===== config.mk =====
export PLATFORM = sky130hd
export DESIGN_NAME = uart_xcvr
export DESIGN_NICKNAME = d
export VERILOG_FILES = /design/src/rtl/uart_pkg.sv /design/src/rtl/uart_baud_cnt.sv /design/src/rtl/uart_xcvr.sv
export SDC_FILE = /design/constraint.sdc
export NUM_CORES = 1
export LEC_CHECK = 0
export ABC_AREA = 1
export CORE_MARGIN = 2
export CORE_UTILIZATION = 57
export DETAILED_ROUTE_END_ITERATION = 10
export GPL_TIMING_DRIVEN = 1
export PLACE_DENSITY = 0.79
export SETUP_SLACK_MARGIN = 0.05
export SLEW_MARGIN = 20
export SYNTH_ARGS = -nofsm -noshare
export SYNTH_HDL_FRONTEND = slang
export SYNTH_HIERARCHICAL = 1
export SYNTH_SLANG_ARGS = --single-unit

===== constraint.sdc =====
create_clock -name clk_i -period 3.05 [get_ports clk_i]
set_clock_uncertainty 0.2 [all_clocks]
set_input_delay 0.61 -clock clk_i [delete_from_list [all_inputs] [get_ports clk_i]]
set_output_delay 0.61 -clock clk_i [all_outputs]
set_load 0.02 [all_outputs]

===== src/rtl/uart_pkg.sv =====
`default_nettype none
// ============================================================================
//  Module      : uart_pkg
//  Description : Shared FSM state encoding and frame-length helper for the
//                uart_xcvr transceiver. UART_PARITY_EN adds one parity bit
//                to every frame.
//  Revision    : 1.0 - initial release
// ============================================================================
package uart_pkg;

  // Common state encoding for the TX and RX sequencers.
  typedef enum logic [2:0] {
    IDLE   = 3'd0,
    START  = 3'd1,
    DATA   = 3'd2,
    PARITY = 3'd3,
    STOP   = 3'd4
  } uart_state_e;

`ifdef UART_PARITY_EN
  localparam int unsigned PARITY_BITS = 1;
`else
  localparam int unsigned PARITY_BITS = 0;
`endif

  // Clock cycles occupied by one complete frame on the line.
  function automatic int unsigned frame_cycles(input int unsigned clks_per_bit,
                                               input int unsigned data_bits,
                                               input int unsigned stop_bits);
    return (1 + data_bits + PARITY_BITS + stop_bits) * clks_per_bit;
  endfunction

endpackage
`default_nettype wire


===== src/rtl/uart_baud_cnt.sv =====
`default_nettype none
// ============================================================================
//  Module      : uart_baud_cnt
//  Description : Reloadable bit-period down-counter. load_i reloads a full
//                bit period, half_load_i reloads half a period; tick_o is
//                high while the count sits at zero (last cycle of a period).
//  Revision    : 1.0 - initial release
// ============================================================================
module uart_baud_cnt #(
  parameter int unsigned CLKS_PER_BIT = 16
) (
  input  logic clk_i,
  input  logic rst_ni,
  input  logic load_i,
  input  logic half_load_i,
  output logic tick_o
);

  localparam int unsigned c_cnt_w = $clog2(CLKS_PER_BIT);
  localparam logic [c_cnt_w-1:0] c_full = c_cnt_w'(CLKS_PER_BIT - 1);
  localparam logic [c_cnt_w-1:0] c_half = c_cnt_w'(CLKS_PER_BIT / 2 - 1);

  logic [c_cnt_w-1:0] cnt_q, cnt_d;

  // Reload has priority; otherwise count down and rest at zero.
  always_comb begin
    cnt_d = cnt_q;
    if (load_i) begin
      cnt_d = c_full;
    end else if (half_load_i) begin
      cnt_d = c_half;
    end else if (cnt_q != '0) begin
      cnt_d = cnt_q - c_cnt_w'(1);
    end
  end

  // Counter register.
  always_ff @(posedge clk_i or negedge rst_ni) begin
    if (!rst_ni) begin
      cnt_q <= '0;
    end else begin
      cnt_q <= cnt_d;
    end
  end

  assign tick_o = (cnt_q == '0);

endmodule
`default_nettype wire


===== src/rtl/uart_xcvr.sv =====
`default_nettype none
// ============================================================================
//  Module      : uart_xcvr
//  Description : Full-duplex UART transceiver: ready/valid transmitter and a
//                mid-bit sampling receiver with false-start rejection and
//                frame/parity error reporting.
//                Optional feature macro: UART_PARITY_EN (adds parity bit).
//  Revision    : 1.0 - initial release
// ============================================================================
module uart_xcvr #(
  parameter int unsigned CLKS_PER_BIT = 16,
  parameter int unsigned DATA_BITS    = 8,
  parameter int unsigned STOP_BITS    = 1,
  parameter int unsigned PARITY_ODD   = 0
) (
  input  logic                 clk_i,
  input  logic                 rst_ni,
  input  logic [DATA_BITS-1:0] tx_data_i,
  input  logic                 tx_valid_i,
  output logic                 tx_ready_o,
  output logic                 txd_o,
  output logic                 baud_tick_o,
  input  logic                 rxd_i,
  output logic [DATA_BITS-1:0] rx_data_o,
  output logic                 rx_valid_o,
  output logic                 rx_frame_err_o,
  output logic                 rx_parity_err_o
);

  import uart_pkg::*;

  localparam logic [3:0] c_last_data = 4'(DATA_BITS - 1);
  localparam logic [3:0] c_last_stop = 4'(STOP_BITS - 1);

`ifdef UART_PARITY_EN
  // Parity bit that accompanies a payload word.
  function automatic logic parity_of(input logic [DATA_BITS-1:0] d);
    return (^d) ^ (PARITY_ODD != 0);
  endfunction
`endif

  // --------------------------------------------------------------------------
  // Transmitter
  // --------------------------------------------------------------------------
  uart_state_e          tx_state_q, tx_state_d;
  logic [DATA_BITS-1:0] tx_shift_q, tx_shift_d;
  logic [3:0]           tx_bit_q, tx_bit_d;
  logic                 txd_q, txd_d;
  logic                 baud_tick_q;
  logic                 w_tx_load, w_tx_tick, w_tx_last, w_tx_accept;
`ifdef UART_PARITY_EN
  logic                 tx_par_q, tx_par_d;
`endif

  uart_baud_cnt #(.CLKS_PER_BIT(CLKS_PER_BIT)) u_tx_baud (
    .clk_i       (clk_i),
    .rst_ni      (rst_ni),
    .load_i      (w_tx_load),
    .half_load_i (1'b0),
    .tick_o      (w_tx_tick)
  );

  // Ready in IDLE and in the final cycle of the last stop bit, so a waiting
  // word follows the previous frame with no idle gap.
  assign w_tx_last   = (tx_state_q == STOP) && w_tx_tick && (tx_bit_q == c_last_stop);
  assign tx_ready_o  = (tx_state_q == IDLE) || w_tx_last;
  assign w_tx_accept = tx_valid_i && tx_ready_o;

  // TX next-state, shift and line-level logic.
  always_comb begin
    tx_state_d = tx_state_q;
    tx_shift_d = tx_shift_q;
    tx_bit_d   = tx_bit_q;
    w_tx_load  = 1'b0;
`ifdef UART_PARITY_EN
    tx_par_d   = tx_par_q;
`endif
    case (tx_state_q)
      IDLE: ;
      START: begin
        if (w_tx_tick) begin
          tx_state_d = DATA;
          tx_bit_d   = '0;
          w_tx_load  = 1'b1;
        end
      end
      DATA: begin
        if (w_tx_tick) begin
          tx_shift_d = tx_shift_q >> 1;
          w_tx_load  = 1'b1;
          if (tx_bit_q == c_last_data) begin
            tx_bit_d = '0;
`ifdef UART_PARITY_EN
            tx_state_d = PARITY;
`else
            tx_state_d = STOP;
`endif
          end else begin
            tx_bit_d = tx_bit_q + 4'd1;
          end
        end
      end
`ifdef UART_PARITY_EN
      PARITY: begin
        if (w_tx_tick) begin
          tx_state_d = STOP;
          tx_bit_d   = '0;
          w_tx_load  = 1'b1;
        end
      end
`endif
      STOP: begin
        if (w_tx_tick) begin
          if (tx_bit_q == c_last_stop) begin
            tx_state_d = IDLE;
          end else begin
            tx_bit_d  = tx_bit_q + 4'd1;
            w_tx_load = 1'b1;
          end
        end
      end
      default: tx_state_d = IDLE;
    endcase

    // An accepted word overrides the return to IDLE.
    if (w_tx_accept) begin
      tx_state_d = START;
      tx_shift_d = tx_data_i;
      w_tx_load  = 1'b1;
`ifdef UART_PARITY_EN
      tx_par_d   = parity_of(tx_data_i);
`endif
    end

    // Line level is derived from the upcoming state so txd is registered.
    case (tx_state_d)
      START:   txd_d = 1'b0;
      DATA:    txd_d = tx_shift_d[0];
`ifdef UART_PARITY_EN
      PARITY:  txd_d = tx_par_d;
`endif
      default: txd_d = 1'b1;
    endcase
  end

  // TX state register; reset forces the line idle immediately.
  always_ff @(posedge clk_i or negedge rst_ni) begin
    if (!rst_ni) begin
      tx_state_q  <= IDLE;
      tx_shift_q  <= '0;
      tx_bit_q    <= '0;
      txd_q       <= 1'b1;
      baud_tick_q <= 1'b0;
`ifdef UART_PARITY_EN
      tx_par_q    <= 1'b0;
`endif
    end else begin
      tx_state_q  <= tx_state_d;
      tx_shift_q  <= tx_shift_d;
      tx_bit_q    <= tx_bit_d;
      txd_q       <= txd_d;
      baud_tick_q <= w_tx_load;
`ifdef UART_PARITY_EN
      tx_par_q    <= tx_par_d;
`endif
    end
  end

  assign txd_o       = txd_q;
  assign baud_tick_o = baud_tick_q;

  // --------------------------------------------------------------------------
  // Receiver
  // --------------------------------------------------------------------------
  logic                 rx_s1_q, rx_s2_q, rx_s3_q;
  uart_state_e          rx_state_q, rx_state_d;
  logic [DATA_BITS-1:0] rx_shift_q, rx_shift_d;
  logic [3:0]           rx_bit_q, rx_bit_d;
  logic [DATA_BITS-1:0] rx_data_q, rx_data_d;
  logic                 rx_valid_q, rx_valid_d;
  logic                 rx_ferr_q, rx_ferr_d;
  logic                 w_rx_load, w_rx_half, w_rx_tick, w_rx_fall;
`ifdef UART_PARITY_EN
  logic                 rx_par_q, rx_par_d;
  logic                 rx_perr_q, rx_perr_d;
`endif

  uart_baud_cnt #(.CLKS_PER_BIT(CLKS_PER_BIT)) u_rx_baud (
    .clk_i       (clk_i),
    .rst_ni      (rst_ni),
    .load_i      (w_rx_load),
    .half_load_i (w_rx_half),
    .tick_o      (w_rx_tick)
  );

  // Falling edge on the synchronized line; a line held low never re-arms.
  assign w_rx_fall = rx_s3_q && !rx_s2_q;

  // RX next-state, sampling and completion logic.
  always_comb begin
    rx_state_d = rx_state_q;
    rx_shift_d = rx_shift_q;
    rx_bit_d   = rx_bit_q;
    rx_data_d  = rx_data_q;
    rx_valid_d = 1'b0;
    rx_ferr_d  = 1'b0;
    w_rx_load  = 1'b0;
    w_rx_half  = 1'b0;
`ifdef UART_PARITY_EN
    rx_par_d   = rx_par_q;
    rx_perr_d  = 1'b0;
`endif
    case (rx_state_q)
      IDLE: begin
        if (w_rx_fall) begin
          rx_state_d = START;
          w_rx_half  = 1'b1;
        end
      end
      START: begin
        if (w_rx_tick) begin
          if (rx_s2_q) begin
            rx_state_d = IDLE;          // glitch: line high again mid-start
          end else begin
            rx_state_d = DATA;
            rx_bit_d   = '0;
            w_rx_load  = 1'b1;
          end
        end
      end
      DATA: begin
        if (w_rx_tick) begin
          rx_shift_d = {rx_s2_q, rx_shift_q[DATA_BITS-1:1]};
          w_rx_load  = 1'b1;
          if (rx_bit_q == c_last_data) begin
            rx_bit_d = '0;
`ifdef UART_PARITY_EN
            rx_state_d = PARITY;
`else
            rx_state_d = STOP;
`endif
          end else begin
            rx_bit_d = rx_bit_q + 4'd1;
          end
        end
      end
`ifdef UART_PARITY_EN
      PARITY: begin
        if (w_rx_tick) begin
          rx_par_d   = rx_s2_q;
          rx_state_d = STOP;
          w_rx_load  = 1'b1;
        end
      end
`endif
      STOP: begin
        // Only the first stop bit is checked; extra stop bits look idle.
        if (w_rx_tick) begin
          rx_state_d = IDLE;
          rx_data_d  = rx_shift_q;
          rx_valid_d = 1'b1;
          rx_ferr_d  = !rx_s2_q;
`ifdef UART_PARITY_EN
          rx_perr_d  = (rx_par_q != parity_of(rx_shift_q));
`endif
        end
      end
      default: rx_state_d = IDLE;
    endcase
  end

  // RX synchronizer, state and output registers.
  always_ff @(posedge clk_i or negedge rst_ni) begin
    if (!rst_ni) begin
      rx_s1_q    <= 1'b1;
      rx_s2_q    <= 1'b1;
      rx_s3_q    <= 1'b1;
      rx_state_q <= IDLE;
      rx_shift_q <= '0;
      rx_bit_q   <= '0;
      rx_data_q  <= '0;
      rx_valid_q <= 1'b0;
      rx_ferr_q  <= 1'b0;
`ifdef UART_PARITY_EN
      rx_par_q   <= 1'b0;
      rx_perr_q  <= 1'b0;
`endif
    end else begin
      rx_s1_q    <= rxd_i;
      rx_s2_q    <= rx_s1_q;
      rx_s3_q    <= rx_s2_q;
      rx_state_q <= rx_state_d;
      rx_shift_q <= rx_shift_d;
      rx_bit_q   <= rx_bit_d;
      rx_data_q  <= rx_data_d;
      rx_valid_q <= rx_valid_d;
      rx_ferr_q  <= rx_ferr_d;
`ifdef UART_PARITY_EN
      rx_par_q   <= rx_par_d;
      rx_perr_q  <= rx_perr_d;
`endif
    end
  end

  assign rx_data_o      = rx_data_q;
  assign rx_valid_o     = rx_valid_q;
  assign rx_frame_err_o = rx_ferr_q;
`ifdef UART_PARITY_EN
  assign rx_parity_err_o = rx_perr_q;
`else
  assign rx_parity_err_o = 1'b0;
`endif

endmodule
`default_nettype wire


==> metrics.txt <==
initial antenna violation count=0; Adder-Cell Fraction of Synth Area=0.0227; Final Power=2.01 mW; Post-Synth XOR/XNOR Area=0.00636; Post-Syn Area per Cell=9.11 sq um; Worst-path clk slew=0.09 ns; worst setup path start=u_tx_baud/cnt_q[0]$_DFFE_PN0P_; Crit path required time=2.24 ns; fraction of synthesized area in multiplexers=0; fin. max-slew vios=0; RSZ-0062 raised after global routing=no; area leader, netlist=dfrtp_1; kind of critical path=register to output port; Yosys top cell area share=0.445; final wirelength=4610 um; Die Ht=73.5 um; Routability Congestion=0.842; Max Clock Freq=0.353 GHz; total track usage=0.196; row count=25; status=complete, no violations; Vias=1992; crit path max fanout=10; via/cell ratio=5.17; net load switching power=681 uW; final hold vios=0; WL per Instance=12.0 um; Post-CTS Setup Inserts=0; first-pass GRT wire length=8230 um; final setup vio count=0; P&R area growth vs syn=13.5%; clock share of power=0.236; Crit. End Element=output port; fin crit share=0.928; Total Die Area=5400 sq um; Crit Reg-Reg Startpoint=u_tx_baud/cnt_q[0]$_DFFE_PN0P_; sw frac=0.339; design area=3120 sq um; largest family of logic cells by synthesized area=simple AND/OR/NAND/NOR gates; Initial Util=0.587; peak supply drop=0.269 mV; Ys Warns=6; layout cells sized above 1=0.196; post-route ant nets=0; Sink Count=53; setup tns final=0 ns; Seq cells post-synth=53; Worst R2R End=u_tx_baud/cnt_q[0]$_DFFE_PN0P_; Worst EP arrival=2.02 ns; Root Buffer=clkbuf_8; Post-Syn Area=2750 sq um; Leak=1.56 nW; clk buf depth=2; register share of total power=0.477; # nets final=347; Synth Area in Compound Gates=0.0682; cts hold-fix bufs=0; Synth Instances=302; R2R Setup Slk=0.75 ns; Max-Cap Viols=0; largest net degree at the start of global routing=35; worst hold slack=0.0446 ns; simple-gate share of the synthesized area=0.335; Port Buf Inserts=24; R2R depth=10; core area=4690 sq um; Cell Pwr Density=643 nW/um^2; Critical Path Sink=tx_ready_o; Internal=1.33 mW; Min-Delay Path Class=input port to async pin; drt first pass iters=4; TritonCTS clock tree=built; Worst-Skew Late Latency=0.30 ns; initial drt markers=131; H-tree levels=2; Logic pwr share=0.287; diodes inserted=0; post-placement cell area=3010 sq um; DRC Markers=0; Congestion Overflow GR=0; IO Count=26; Synth area leaders=dfrtp_1 (45%), nand2_1 (9.0%), nand3_2 (6.9%); register area share after synthesis=0.484; cts bufs inserted=5; Die W=73.5 um; Tmin final=2.83 ns; synth unique cells=38; hpwl dp=3430 um; critical path startpoint category=register; vias in the first global route=1922
[layout make-up]
cell class,instances,area (sq um)
flip-flops and latches,53,1330
clock buffers,6,72.6
clock inverters,2,38.8
repair buffers,25,243
multi-input cells,203,1200
well taps,54,67.6
inverters,42,166
fillers,398,1570
[timing repair]
item,in CTS,in global routing
resized for setup,2,1
cloned,0,0
setup endpoints to repair,1,1
endpoints found under the hold margin,0,0
[worst max-delay path, stage by stage, from the launching register on]
cell and delay, ns:
dfrtp_1 0.39, inv_1 0.12, ha_2 0.25, nand2_4 0.08
inv_2 0.17, nand3_2 0.12, nand2_4 0.12, and2_2 0.16
clkdlybuf4s15_1 0.30
[cells by family after synthesis]
logic type	after synthesis
adder cells (fa/ha/maj)	5
AO/OA/AOI/OAI	34
AND/OR/NAND/NOR	159
XOR/XNOR	2
other	1
buffers and inverters	48
flip-flops	53
[power groups by stage]
stage	sequential, mW	combinational [mW]	clock, mW
floorplan	0.955	0.452	0
finish	0.959	0.575	0.474
global placement	0.966	0.549	0
CTS	0.959	0.577	0.488
global route	0.972	0.660	0.513
detailed placement	0.971	0.574	0
[state kept, by name, indices dropped and copies added, names as in the netlist]
register,count
baud_tick_o,1
rx_bit_q,4
rx_data_o,8
rx_frame_err_o,1
rx_s1_q,1
rx_s2_q,1
rx_s3_q,1
rx_shift_q,8
rx_state_q,3
rx_valid_o,1
tx_bit_q,4
tx_shift_q,8
tx_state_q,3
txd_o,1
u_rx_baud/cnt_q,4
u_tx_baud/cnt_q,4
[cell usage in the layout (no fill, tap or decap), drive strengths merged]
master,netlist,routed
nand2,78,78
dfrtp,49,49
nand3,41,41
inv,40,40
o21ai,24,24
clkdlybuf4s50,0,22
nor2,20,20
nand4,11,11
a21oi,8,8
clkbuf,2,6
ha,5,5
dfstp,4,4
conb,1,3
clkinv,2,3
or2,3,3
nand3b,3,3
o22ai,2,2
xor2,2,2
and2,2,2
buf,4,2
nor3,1,1
bufinv,0,1
clkdlybuf4s15,0,1
[through the flow]
stage          instances  setup WS [ns]  utilization
6_report             385          0.220        0.666
5_1_grt              385         0.0695        0.666
3_5_place_dp         377          0.238        0.642
4_1_cts              385          0.167        0.666
3_3_place_gp         377          0.279        0.642
2_1_floorplan        304          0.855            -
[Yosys cell counts]
library cell	count
a21oi_1	5
a21oi_2	3
and2_1	1
and2_2	1
buf_4	1
buf_6	3
clkbuf_2	1
clkbuf_8	1
clkinv_2	1
clkinv_4	1
conb_1	1
dfrtp_1	49
dfstp_2	4
ha_1	5
inv_1	36
inv_2	3
inv_4	1
nand2_1	66
nand2_2	5
nand2_4	7
nand3_1	21
nand3_2	19
nand3_4	1
nand3b_1	2
nand3b_4	1
nand4_1	10
nand4_2	1
nor2_1	14
nor2_2	3
nor2_4	3
nor3_1	1
o21ai_0	10
o21ai_1	13
o21ai_2	1
o22ai_1	2
or2_0	1
or2_1	2
xor2_1	2
[worst min-delay path by stage]
stage / start / to / slack [ns] / cells after the start
after floorplan: rst_ni / baud_tick_o$_DFF_PN0_ / 0.11 / 0
after global placement: rx_s1_q$_DFF_PN1_ / rx_s2_q$_DFF_PN1_ / 0.15 / 0
after detailed placement: rx_s1_q$_DFF_PN1_ / rx_s2_q$_DFF_PN1_ / 0.15 / 0
after CTS: rst_ni / u_tx_baud/cnt_q[2]$_DFFE_PN0P_ / 0.05 / 1
after global routing: rst_ni / u_tx_baud/cnt_q[2]$_DFFE_PN0P_ / 0.07 / 1
final: rst_ni / rx_shift_q[0]$_DFFE_PN0P_ / 0.04 / 1
[metal layers]
layer  global-route usage  share of wire
met4               0.0747          0.017
met5                    0              0
met2                0.327           0.48
met3               0.0384          0.030
met1                0.252           0.48
Note: power is estimated with default switching activity, not from simulation.
